<file path="config.mk">
export PLATFORM = sky130hd
export DESIGN_NAME = stopwatch_button_ctrl_flat
export DESIGN_NICKNAME = d
export VERILOG_FILES = /design/src/rtl/stopwatch_button_ctrl_if.sv /design/src/rtl/stopwatch_button_ctrl.sv /design/src/flat_wrapper.sv
export SDC_FILE = /design/constraint.sdc
export NUM_CORES = 1
export LEC_CHECK = 0
export ABC_CLOCK_PERIOD_IN_PS = 6050
export CAP_MARGIN = 20
export CORE_ASPECT_RATIO = 1.1
export CORE_UTILIZATION = 45
export DETAILED_ROUTE_END_ITERATION = 12
export PLACE_DENSITY = 0.71
export SYNTH_ARGS = -nofsm -noshare
export SYNTH_HDL_FRONTEND = slang
export SYNTH_SLANG_ARGS = --single-unit
</file>
<file path="constraint.sdc">
create_clock -name CLK_50MHz -period 6.05 [get_ports CLK_50MHz]
set_clock_uncertainty 0.1 [all_clocks]
set_input_delay 1.21 -clock CLK_50MHz [delete_from_list [all_inputs] [get_ports CLK_50MHz]]
set_output_delay 1.21 -clock CLK_50MHz [all_outputs]
set_load 0.02 [all_outputs]
</file>
<file path="src/rtl/stopwatch_button_ctrl_if.sv">
// Button and control bundle of the stopwatch front panel.
// The master drives the raw active-low buttons; the slave returns pulses, levels and FSM state.
interface stopwatch_button_ctrl_if;
  logic       start_stop_n;
  logic       hold_n;
  logic       clear_n;
  logic       start_stop_pulse;
  logic       hold_pulse;
  logic       clear_pulse;
  logic       run;
  logic       freeze;
  logic [1:0] state;

  modport master (
    output start_stop_n,
    output hold_n,
    output clear_n,
    input  start_stop_pulse,
    input  hold_pulse,
    input  clear_pulse,
    input  run,
    input  freeze,
    input  state
  );

  modport slave (
    input  start_stop_n,
    input  hold_n,
    input  clear_n,
    output start_stop_pulse,
    output hold_pulse,
    output clear_pulse,
    output run,
    output freeze,
    output state
  );
endinterface

</file>
<file path="src/rtl/stopwatch_button_ctrl.sv">
// Stopwatch front panel: synchronizes and debounces three active-low buttons.
// It turns presses into one-cycle pulses and runs the IDLE/RUNNING/PAUSED control FSM.
module stopwatch_button_ctrl #(
  parameter int DEBOUNCE_CYCLES = 500000,
  parameter int CNT_W           = 19
) (
  input logic                    CLK_50MHz,
  input logic                    reset,
  stopwatch_button_ctrl_if.slave bus
);

  localparam logic [1:0] ST_IDLE    = 2'b00;
  localparam logic [1:0] ST_RUNNING = 2'b01;
  localparam logic [1:0] ST_PAUSED  = 2'b10;

  localparam logic [CNT_W-1:0] CNT_LAST = CNT_W'(DEBOUNCE_CYCLES - 1);

  // Channel order: bit 0 start_stop, bit 1 hold, bit 2 clear.
  logic [2:0]       raw;
  logic [2:0]       sync1;
  logic [2:0]       sync2;
  logic [2:0]       stable;
  logic [2:0]       press;
  logic [CNT_W-1:0] cnt [3];

  logic [1:0] state_q;
  logic [1:0] state_d;
  logic       freeze_q;
  logic       freeze_d;

  assign raw = {bus.clear_n, bus.hold_n, bus.start_stop_n};

  always_ff @(posedge CLK_50MHz or posedge reset) begin
    if (reset) begin
      sync1 <= 3'b111;
      sync2 <= 3'b111;
    end else begin
      sync1 <= raw;
      sync2 <= sync1;
    end
  end

  // A new level is accepted on the DEBOUNCE_CYCLES-th consecutive mismatching
  // sample; the press pulse is registered on that same edge, only for 1->0.
  always_ff @(posedge CLK_50MHz or posedge reset) begin
    if (reset) begin
      stable <= 3'b111;
      press  <= 3'b000;
      for (int i = 0; i < 3; i++) begin
        cnt[i] <= '0;
      end
    end else begin
      for (int i = 0; i < 3; i++) begin
        press[i] <= 1'b0;
        if (sync2[i] == stable[i]) begin
          cnt[i] <= '0;
        end else if (cnt[i] == CNT_LAST) begin
          stable[i] <= sync2[i];
          cnt[i]    <= '0;
          press[i]  <= ~sync2[i];
        end else begin
          cnt[i] <= cnt[i] + 1'b1;
        end
      end
    end
  end

  // Clear dominates; hold and start_stop may act together, with hold
  // judged against the state before the start_stop transition.
  always_comb begin
    state_d  = state_q;
    freeze_d = freeze_q;
    if (state_q == 2'b11) begin
      state_d  = ST_IDLE;
      freeze_d = 1'b0;
    end else if (press[2]) begin
      state_d  = ST_IDLE;
      freeze_d = 1'b0;
    end else begin
      if (press[1] && (state_q != ST_IDLE)) begin
        freeze_d = ~freeze_q;
      end
      if (press[0]) begin
        case (state_q)
          ST_IDLE:    state_d = ST_RUNNING;
          ST_RUNNING: state_d = ST_PAUSED;
          ST_PAUSED:  state_d = ST_RUNNING;
          default:    state_d = ST_IDLE;
        endcase
      end
    end
  end

  always_ff @(posedge CLK_50MHz or posedge reset) begin
    if (reset) begin
      state_q  <= ST_IDLE;
      freeze_q <= 1'b0;
    end else begin
      state_q  <= state_d;
      freeze_q <= freeze_d;
    end
  end

  assign bus.start_stop_pulse = press[0];
  assign bus.hold_pulse       = press[1];
  assign bus.clear_pulse      = press[2];
  assign bus.run              = (state_q == ST_RUNNING);
  assign bus.freeze           = freeze_q;
  assign bus.state            = state_q;

endmodule
</file>
<file path="src/flat_wrapper.sv">
// flat-port wrapper written by rule: the top's interface ports become plain ports
module stopwatch_button_ctrl_flat 
#(
  parameter int DEBOUNCE_CYCLES = 500000,
  parameter int CNT_W           = 19
)
  (CLK_50MHz, reset, bus_start_stop_n, bus_hold_n, bus_clear_n, bus_start_stop_pulse, bus_hold_pulse, bus_clear_pulse, bus_run, bus_freeze, bus_state);
  stopwatch_button_ctrl_if bus_i ();
  input logic CLK_50MHz;
  input logic reset;
  input wire logic [$bits(bus_i.start_stop_n)-1:0] bus_start_stop_n;
  input wire logic [$bits(bus_i.hold_n)-1:0] bus_hold_n;
  input wire logic [$bits(bus_i.clear_n)-1:0] bus_clear_n;
  output wire logic [$bits(bus_i.start_stop_pulse)-1:0] bus_start_stop_pulse;
  output wire logic [$bits(bus_i.hold_pulse)-1:0] bus_hold_pulse;
  output wire logic [$bits(bus_i.clear_pulse)-1:0] bus_clear_pulse;
  output wire logic [$bits(bus_i.run)-1:0] bus_run;
  output wire logic [$bits(bus_i.freeze)-1:0] bus_freeze;
  output wire logic [$bits(bus_i.state)-1:0] bus_state;
  assign bus_i.start_stop_n = bus_start_stop_n;
  assign bus_i.hold_n = bus_hold_n;
  assign bus_i.clear_n = bus_clear_n;
  assign bus_start_stop_pulse = bus_i.start_stop_pulse;
  assign bus_hold_pulse = bus_i.hold_pulse;
  assign bus_clear_pulse = bus_i.clear_pulse;
  assign bus_run = bus_i.run;
  assign bus_freeze = bus_i.freeze;
  assign bus_state = bus_i.state;
  stopwatch_button_ctrl #(.DEBOUNCE_CYCLES(DEBOUNCE_CYCLES), .CNT_W(CNT_W)) u_core (.CLK_50MHz(CLK_50MHz), .reset(reset), .bus(bus_i));
endmodule
</file>
Word level (Yosys, flattened, before mapping)
Cells that the tools add are included.

Output and inout port bits: 7. Input bits: 5. Logic and storage cells: 58. Register bits: 72.

Add/subtract/negate cells: 3. Reduce and logical (&&, ||, !) cells: 9. Muxes and demuxes: 19. Bitwise operators: 7. Equal/unequal tests: 9.

Operator list (number): $mux 19 (6); $add 19x1->19 const B (3); $eq 19x19->1 const B (3); $mux 1 (9); $not 1->1 (7); $mux 2 (3); $reduce_and 2->1 (3); $reduce_bool 3->1 (2); $eq 2x2->1 const B (2); $pmux 2 s2 (1); $eq 1x1->1 (3); $eq 2x1->1 const B (1); $logic_not 2->1 (1); $reduce_bool 2->1 (1); $reduce_or 2->1 (1); $logic_and 1x1->1 (1).

Depth between registers and ports, before layout
Gate-level depths: netlist (run 1).

Depth in word-level cells: 6. Mapped depth: 7. Gate-level depth less buffers: 5.

Worst setup path after synthesis (run 1)
Ideal clock, no wire load.

Path kind: register to output. Start point: register u_core.state_q[0] (netlist: u_core.bus.state[0]). End point: output port bus_run. Path buffers: 0. Arrival: 924 ps. Setup slack: 3816 ps. Cell stages (with the launch flop): 3. Cells stage by stage: dfrtp_1 > inv_1 > nor2_1.

Cells in the longest elaborated chain, start to end: 1.

RTL lines: start, declared (RTL line stopwatch_button_ctrl.sv:26) `logic [1:0] state_q;`; start signal, assigned (RTL line stopwatch_button_ctrl.sv:99) `state_q <= state_d;`; $eq 2x1->1 (RTL line stopwatch_button_ctrl.sv:107) `assign bus.run = (state_q == ST_RUNNING);`; end, declared (RTL line flat_wrapper.sv:17) `output wire logic [$bits(bus_i.run)-1:0] bus_run;`.

Every way passes these cells.

Worst setup path in the final report (run 1)
Ends and elaborated chain as after synthesis.

==> results of run 1 <==
-- area by class of cell --
class,count,area (um2)
fillers,655,3390
flip-flops and latches,72,1810
multi-input cells,246,1510
clock buffers,14,163
repair buffers,14,136
well taps,85,106
inverters,8,30.0
clock inverters,2,15.0
-- worst reg2reg max path: stages (launching register included) --
cell and delay, ns:
dfrtp_1 0.40, ha_1 0.22, and4_1 0.35, nand4_1 0.23
o2bb2ai_1 0.51, buf_4 0.29, a21oi_1 0.06
-- cell usage after synthesis (4+ instances only) --
cell and count:
nand3_1 16, a21oi_1 12, and4_1 4, nor3b_1 4, or3_1 4, and3_1 4
inv_1 8, dfrtp_1 63, dfstp_2 9, o21ai_0 4, nor3_1 10, nor4_1 12
nand4_1 19, xor2_1 17, xnor2_1 27, nand2_1 20, buf_2 5, or4_1 7
o31ai_1 4, nor2_1 54
-- power breakdown --
group / internal, mW / total (mW) / switching (mW)
combinational: 0.00947 / 0.0296 / 0.0201
clock: 0.172 / 0.344 / 0.172
sequential: 0.490 / 0.497 / 0.00722
total: 0.671 / 0.871 / 0.200
-- how the worst max path moves through the flow --
stage                                         end  slack (ns)
floorplan           u_core.bus.freeze$_DFFE_PP0P_        2.93
global placement         u_core.cnt[30]$_DFF_PP0_        3.50
detailed placement                        bus_run        3.48
CTS                                       bus_run        3.09
global route                              bus_run        2.97
finish                                    bus_run        3.11
-- cells by family after synthesis --
kind of cell	after synthesis	share of synthesized area, %
compound gates	27	4.79
xor+xnor	44	11.3
fa+ha+maj	3	1.11
buf+inv	17	2.17
flops	72	53.4
mux	4	1.29
simple gates	168	25.9
-- per-stage QoR --
step	power, mW	hold WS (ns)	instances	utilization (%)
floorplan	0.525	0.245	335	-
global placement	0.535	0.246	424	50.0
detailed placement	0.537	0.250	425	50.2
CTS	0.884	0.261	441	52.7
global route	0.911	0.263	441	52.7
finish	0.871	0.260	441	52.7
-- metal layers --
layer,GRT usage (%),vias to the layer above
met5,0,-
met4,7.34,0
met3,5.56,7
met2,29.4,30
met1,23.3,1193
li1,-,1220
-- flip-flops by register name, indices dropped and copies added, names as in the netlist --
| signal | flops |
|---|---|
| u_core.sync2 | 3 |
| u_core.press | 3 |
| u_core.bus.state | 2 |
| u_core.cnt | 57 |
| u_core.sync1 | 3 |
| u_core.bus.freeze | 1 |
| u_core.stable | 3 |
==> impl_metrics.ini, run 1 <==
[run_status]
status = finished with violations
violations = DRC

[placement]
port_buffers = 11
dp_slack_ns = 3.48
placed_cell_area_um2 = 3600
gp_congestion = 0.780
dp.final_hpwl_um = 4110

[detailed_routing]
drc_errors = 1
top_layer = met4
dr_wl_met3_um = 176
met2WireLength_um = 2840
ant_nets = 0
drt-total-wl_um = 6160
drt_iter0_drc = 148
vias = 2450
wl_met1_um = 3030
post_drt_wl_per_cell_um = 14.0
routed_via_density = 5.56
first_pass_iters = 8

[setup_path]
cp.required_ns = 4.74
worstPathMaxFanout = 4
critical_path.max_stage_delay_ns = 0.63
critical_path_class = reg -> out
cp.depth = 3
r2r-start = u_core.cnt[38]$_DFF_PP0_
crit_family = buffers and inverters
path_cells = inv_1, nor2_1, clkdlybuf4s50_1
cp-start-kind = flop
arrival_ns = 1.63
cp_num_buf_inv = 2
end_kind = output port
r2r_end = u_core.cnt[51]$_DFF_PP0_
slowest_stage = clkdlybuf4s50_1
r2r_slack_ns = 3.76
startpoint = u_core.bus.state[0]$_DFFE_PP0P_
r2r_cells = 6

[logic_synthesis]
synth.avg_cell_area_um2 = 10.1
synthCells = 335
ys_async_sr_fraction_pct = 100
syn_nets = 343
synth_top_cells_by_area = dfrtp_1 (46%), dfstp_2 (7.0%), xnor2_1 (7.0%)
synth-edff-count = 0
yosysTopAreaCellShare_pct = 46.4
ys_warn_count = 0
synth-seq-cells = 72
ys_seq_area_share_pct = 53.4
netlist_area_um2 = 3400
ys_types = 41
yosys.area.top_type = dfrtp_1
synth_flop_cell = dfrtp_1

[floorplanning]
ios = 12
dieArea_um2 = 7900
chipWidth_um = 84.8
initial_core_util_pct = 47.4
rows = 32
floorplan.die.height_um = 93.1
core-area_um2 = 7170

[timing]
rsz0062_at_grt = no
finalCritPeriodShare_pct = 48.5
relSlewSlack_pct = 41.6
setup_viol_count_final = 0
slew_violations = 0
hold_viol = 0
fin_ws_ns = 3.11
tightestPinTransition_ns = 0.876
max_freq_mhz = 341
period_minus_slack_ns = 2.94
finalSetupTns_ns = 0

[clock_network]
cts_tree = done
clk_pin_slew_ns = 0.07
cts_resized = 0
clkLatencyLatePin_ns = 0.35
postCtsSetupBuffers = 0
cts_max_level = 3
cts_sinks = 72
cts_max_path_buffers = 2
cts_buffers = 9
holdBufCountCts = 0
cts-root-buf = clkbuf_8

[min_path]
hp-class = reg -> reg
hold_start = u_core.sync1[2]$_DFF_PP1_
hold-path-cell-count = 0
hold_end = u_core.sync2[2]$_DFF_PP1_

[finish]
final_common_cell = dfrtp_1
antennaDiodeCount = 0
syn_to_final_growth_pct = 11.1
mostFrequentLayoutCells = dfrtp_1 (63), nor2_1 (54), xnor2_1 (27)
drive_gt1_share_pct = 8.71
stdcell_area_um2 = 3770
fin_nets = 359

[global_routing]
first_global_vias = 2457
grt_max_degree = 73
grt_pass1_wl_um = 11200
antenna_found_initial = 0
grt_usage_pct = 18.3
grt_overflow = 0

[power]
p_per_area_nw_per_um2 = 231
peakVddDrop_mv = 0.130
power.leakage_nw = 1.47

[job]
max-cap-violations = 0
(Power assumes the default switching activity.)
==> inputs of run 2 (changes only) <==
Settings changed: ABC_CLOCK_PERIOD_IN_PS 6050 to 2700, PLACE_DENSITY 0.71 to 0.73.
Clock period 6.05 ns to 2.7 ns, I/O delays scaled along.
==> run 2 against run 1 <==
The flow still finishes with violations (DRC). Largest power group unchanged. Combinational power grew 130%. Wire length is 1.8% lower. Global-route usage fell by 0.37 points. Highest routed layer unchanged.
==> impl_metrics.ini, run 2 (same netlist as run 1, synthesis figures left out) <==
[finish]
regMostFlops = u_core.cnt
antennaDiodeCount = 0
final_common_cell = dfrtp_1
largest_reg_flops = 57
mostFrequentLayoutCells = dfrtp_1 (63), nor2_1 (54), xnor2_1 (27)
fin_cells = 441
fin_util_pct = 53.3
n_fill_cell = 635
drive_gt1_share_pct = 9.27
multi_input_area_um2 = 1510
fin_nets = 359
register_area_um2 = 1810
syn_to_final_growth_pct = 12.4

[detailed_routing]
vias = 2440
drt_iter0_drc = 176
post_drt_wl_per_cell_um = 13.7
drc_errors = 1
routed_via_density = 5.53
ant_nets = 0
first_pass_iters = 8
drt-total-wl_um = 6050

[timing]
slew_violations = 0
max_freq_mhz = 439
finalCritPeriodShare_pct = 84.3
fin_ws_ns = 0.424
finalSetupTns_ns = 0
tightestPinTransition_ns = 0.524
hold_viol = 0
period_minus_slack_ns = 2.28
setup_viol_count_final = 0
relSlewSlack_pct = 65.1
rsz0062_at_grt = no

[setup_path]
critical_path.max_stage_delay_ns = 0.63
slowest_stage = clkdlybuf4s50_1
arrival_ns = 1.64
crit_family = buffers and inverters
r2r-start = u_core.cnt[0]$_DFF_PP0_
critical_path_class = reg -> out
path_cells = inv_1, nor2_1, clkdlybuf4s50_1
startpoint = u_core.bus.state[0]$_DFFE_PP0P_
cp_num_buf_inv = 2
worstPathMaxFanout = 4
cp.required_ns = 2.06
end_kind = output port
cp-start-kind = flop

[power]
netSwitchingFraction_pct = 21.7
p_int_mw = 1.64
p_seq_share_pct = 53.2
clkPwrFrac_pct = 43.5
p_sw_mw = 0.453
power.leakage_nw = 1.49
p_per_area_nw_per_um2 = 548
combPwrFrac_pct = 3.3
peakVddDrop_mv = 0.346

[run_status]
violations = DRC
status = finished with violations

[floorplanning]
initial_core_util_pct = 47.4
floorplan.die.height_um = 93.1
ios = 12
chipWidth_um = 84.8
dieArea_um2 = 7900
core-area_um2 = 7170
rows = 32

[placement]
dp.final_hpwl_um = 4070
placed_cells = 425
port_buffers = 11
dp_slack_ns = 0.586
gp_congestion = 0.839

[clock_network]
cts_buffers = 9
cts_tree = done
holdBufCountCts = 0
cts_max_path_buffers = 2
cts-root-buf = clkbuf_8
clk_pin_slew_ns = 0.07
clkLatencyLatePin_ns = 0.35
cts_resized = 0
cts_max_level = 3
postCtsSetupBuffers = 0
cts_sinks = 72

[global_routing]
grt_pass1_wl_um = 11000
grt_usage_pct = 18.0
grt_overflow = 0
antenna_found_initial = 0
first_global_vias = 2343
grt_max_degree = 73

[min_path]
hp-class = reg -> reg
hold_start = u_core.sync1[1]$_DFF_PP1_

[job]
max-cap-violations = 0
==> run 2: cell count changes in the layout (fill, tap and decap cells not counted) <==
cell,change
clkbuf_8,-2
clkinv_2,+2
buf_6,-1
bufinv_16,+2
buf_12,+1
clkbuf_1,-2
==> run 2: worst paths after layout <==
check / to / slack, ns / cells after the start
worst max-delay path: bus_run / 0.42 / 3
worst min-delay path: u_core.sync2[1]$_DFF_PP1_ / 0.26 / 0
worst max register to register: u_core.cnt[7]$_DFF_PP0_ / 0.57 / 5
worst min register to register: u_core.sync2[1]$_DFF_PP1_ / 0.26 / 0
max in group asynchronous: u_core.sync2[2]$_DFF_PP1_ / 1.69 / 3
min in group asynchronous: u_core.cnt[53]$_DFF_PP0_ / 0.47 / 3
==> run 2: power groups by stage <==
stage,Sequential (mW),Combinational (mW),Clock (mW)
2_1_floorplan,1.13,0.0473,0
3_3_place_gp,1.13,0.0697,0
3_5_place_dp,1.13,0.0721,0
4_1_cts,1.11,0.0719,0.945
5_1_grt,1.12,0.0819,0.998
6_report,1.11,0.0689,0.909
==> run 2: area by class of cell <==
cell class	instances	share of cell area (%)
sequential	72	47.5
multi-input combinational	246	39.6
timing repair buffer	14	3.80
clock buffer	10	3.34
tap	85	2.79
clock inverter	6	2.23
inverter	8	0.787
==> run 2: routing by layer <==
metal,global-route usage [%],routed length [um]
met3,4.94,192
met5,0,0
met4,7.20,110
met2,28.0,2790
met1,23.8,2950
==> run 2: stage by stage <==
stage | hold slack [ns] | area [um2] | total power [mW]
after global routing | 0.263 | 3820 | 2.19
final | 0.258 | 3820 | 2.09
after detailed placement | 0.249 | 3600 | 1.21
after global placement | 0.246 | 3600 | 1.20
after floorplan | 0.245 | 3400 | 1.18
after CTS | 0.260 | 3820 | 2.13
==> inputs of run 3 (changes only) <==
Settings changed: ABC_CLOCK_PERIOD_IN_PS 2700 to 2300, PLACE_DENSITY 0.73 to 0.71.
Clock period 2.7 ns to 2.3 ns, I/O delays scaled along.
==> run 3 against run 2 <==
The run still ends with DRC left. Via count is 1.6% higher. Largest power group unchanged. Setup slack got worse by 0.22 ns. Register-to-register slack got worse by 0.37 ns. Critical path type is now reg -> reg. Cell count grew 1.4%. Worst hold slack better by 0.00053 ns. Clock-buffer cell count down 1. Global-route usage fell by 0.079 points. Sequential cell count did not move. Clock power up 33%.
==> impl_metrics.ini, run 3 (same netlist as run 1, synthesis figures left out) <==
[run_status]
status = finished with violations
violations = DRC

[setup_path]
r2r_slack_ns = 0.20
startpoint = u_core.cnt[43]$_DFF_PP0_
cp-start-kind = flop
r2r_end = u_core.cnt[55]$_DFF_PP0_
worstPathMaxFanout = 7
crit_end = u_core.cnt[55]$_DFF_PP0_
critical_path_class = reg -> reg
cp.required_ns = 2.48
arrival_ns = 2.28
r2r-start = u_core.cnt[43]$_DFF_PP0_
r2r_cells = 4
end_kind = flop

[power]
power_mw = 2.60
power.leakage_nw = 1.55
peakVddDrop_mv = 0.347
clkPwrFrac_pct = 46.5
netSwitchingFraction_pct = 21.5
p_int_mw = 2.04
p_seq_share_pct = 50.3
combPwrFrac_pct = 3.3
p_per_area_nw_per_um2 = 667
p_sw_mw = 0.560

[finish]
stdcell_area_um2 = 3900
drive_gt1_share_pct = 11.0
syn_to_final_growth_pct = 14.8
largest_reg_flops = 57
fin_nets = 365
fin_cells = 447
antennaDiodeCount = 0
final_common_cell = dfrtp_1
regMostFlops = u_core.cnt
mostFrequentLayoutCells = dfrtp_1 (63), nor2_1 (54), xnor2_1 (27)

[placement]
placed_cell_area_um2 = 3650
dp.final_hpwl_um = 4330
placed_cells = 431
dp_slack_ns = 0.231
gp_congestion = 0.809
port_buffers = 11

[timing]
finalCritPeriodShare_pct = 91.3
fin_ws_ns = 0.200
slew_violations = 0
max_freq_mhz = 476
setup_viol_count_final = 0
finalSetupTns_ns = 0
rsz0062_at_grt = no
relSlewSlack_pct = 70.6
tightestPinTransition_ns = 0.436
period_minus_slack_ns = 2.10
hold_viol = 0

[clock_network]
cts-root-buf = clkbuf_8
clk_pin_slew_ns = 0.09
clkLatencyLatePin_ns = 0.36
cts_buffers = 9
cts_max_path_buffers = 2
cts_sinks = 72
cts_tree = done
cts_max_level = 3

[min_path]
hp-class = reg -> reg

[job]
max-cap-violations = 0

[detailed_routing]
post_drt_wl_per_cell_um = 14.1
drt_iter0_drc = 160
first_pass_iters = 8
drt-total-wl_um = 6290
ant_nets = 0
routed_via_density = 5.55
drc_errors = 1
vias = 2479

[global_routing]
antenna_found_initial = 0
grt_pass1_wl_um = 11000
grt_max_degree = 60
grt_overflow = 0
first_global_vias = 2352
grt_usage_pct = 17.9

[floorplanning]
rows = 32
dieArea_um2 = 7900
core-area_um2 = 7170
chipWidth_um = 84.8
ios = 12
floorplan.die.height_um = 93.1
initial_core_util_pct = 47.4
run 3: layer usage:
metal | routed length, um | GRT usage (%) | vias up
met4 | 98 | 6.64 | 0
met3 | 197 | 5.56 | 8
li1 | - | - | 1233
met5 | 0 | 0 | -
met2 | 2990 | 28.4 | 34
met1 | 3010 | 23.1 | 1204
run 3: cell type report:
cell class	instances	area, um2
well taps	85	106
multi-input cells	246	1510
inverters	8	33.8
flip-flops and latches	72	1810
clock buffers	9	124
fillers	631	3270
clock inverters	7	120
repair buffers	20	193
run 3: metrics by stage:
step | hold slack, ns | util [%]
2_1_floorplan | 0.245 | -
3_3_place_gp | 0.246 | 51.0
3_5_place_dp | 0.248 | 51.0
4_1_cts | 0.260 | 54.4
5_1_grt | 0.262 | 54.4
6_report | 0.259 | 54.4
run 3: worst min-delay path by stage:
| stage | cells past startpoint | from | slack, ns | endpoint |
|---|---|---|---|---|
| 2_1_floorplan | 0 | u_core.sync1[0]$_DFF_PP1_ | 0.25 | u_core.sync2[0]$_DFF_PP1_ |
| 3_3_place_gp | 0 | u_core.sync1[2]$_DFF_PP1_ | 0.25 | u_core.sync2[2]$_DFF_PP1_ |
| 3_5_place_dp | 0 | u_core.sync1[2]$_DFF_PP1_ | 0.25 | u_core.sync2[2]$_DFF_PP1_ |
| 4_1_cts | 0 | u_core.sync1[2]$_DFF_PP1_ | 0.26 | u_core.sync2[2]$_DFF_PP1_ |
| 5_1_grt | 0 | u_core.sync1[2]$_DFF_PP1_ | 0.26 | u_core.sync2[2]$_DFF_PP1_ |
| 6_report | 0 | u_core.sync1[2]$_DFF_PP1_ | 0.26 | u_core.sync2[2]$_DFF_PP1_ |
run 3: timing repair:
item,CTS,global route
buffers inserted,0,0
resized for setup,0,1
endpoints found under the setup margin,0,1
hold buffers,0,0
run 3: power groups by stage:
stage	registers [mW]	clock network [mW]	logic, mW
after CTS	1.31	1.23	0.0885
after global placement	1.33	0	0.0871
after floorplan	1.33	0	0.0559
after global routing	1.31	1.29	0.0992
final	1.31	1.21	0.0849
after detailed placement	1.33	0	0.0878
run 3: critical path: stages, from the launching register on:
cell,delay (ns)
dfrtp_1,0.46
nand4_1,0.14
or4_1,0.66
or4_1,0.51
a21oi_1,0.15
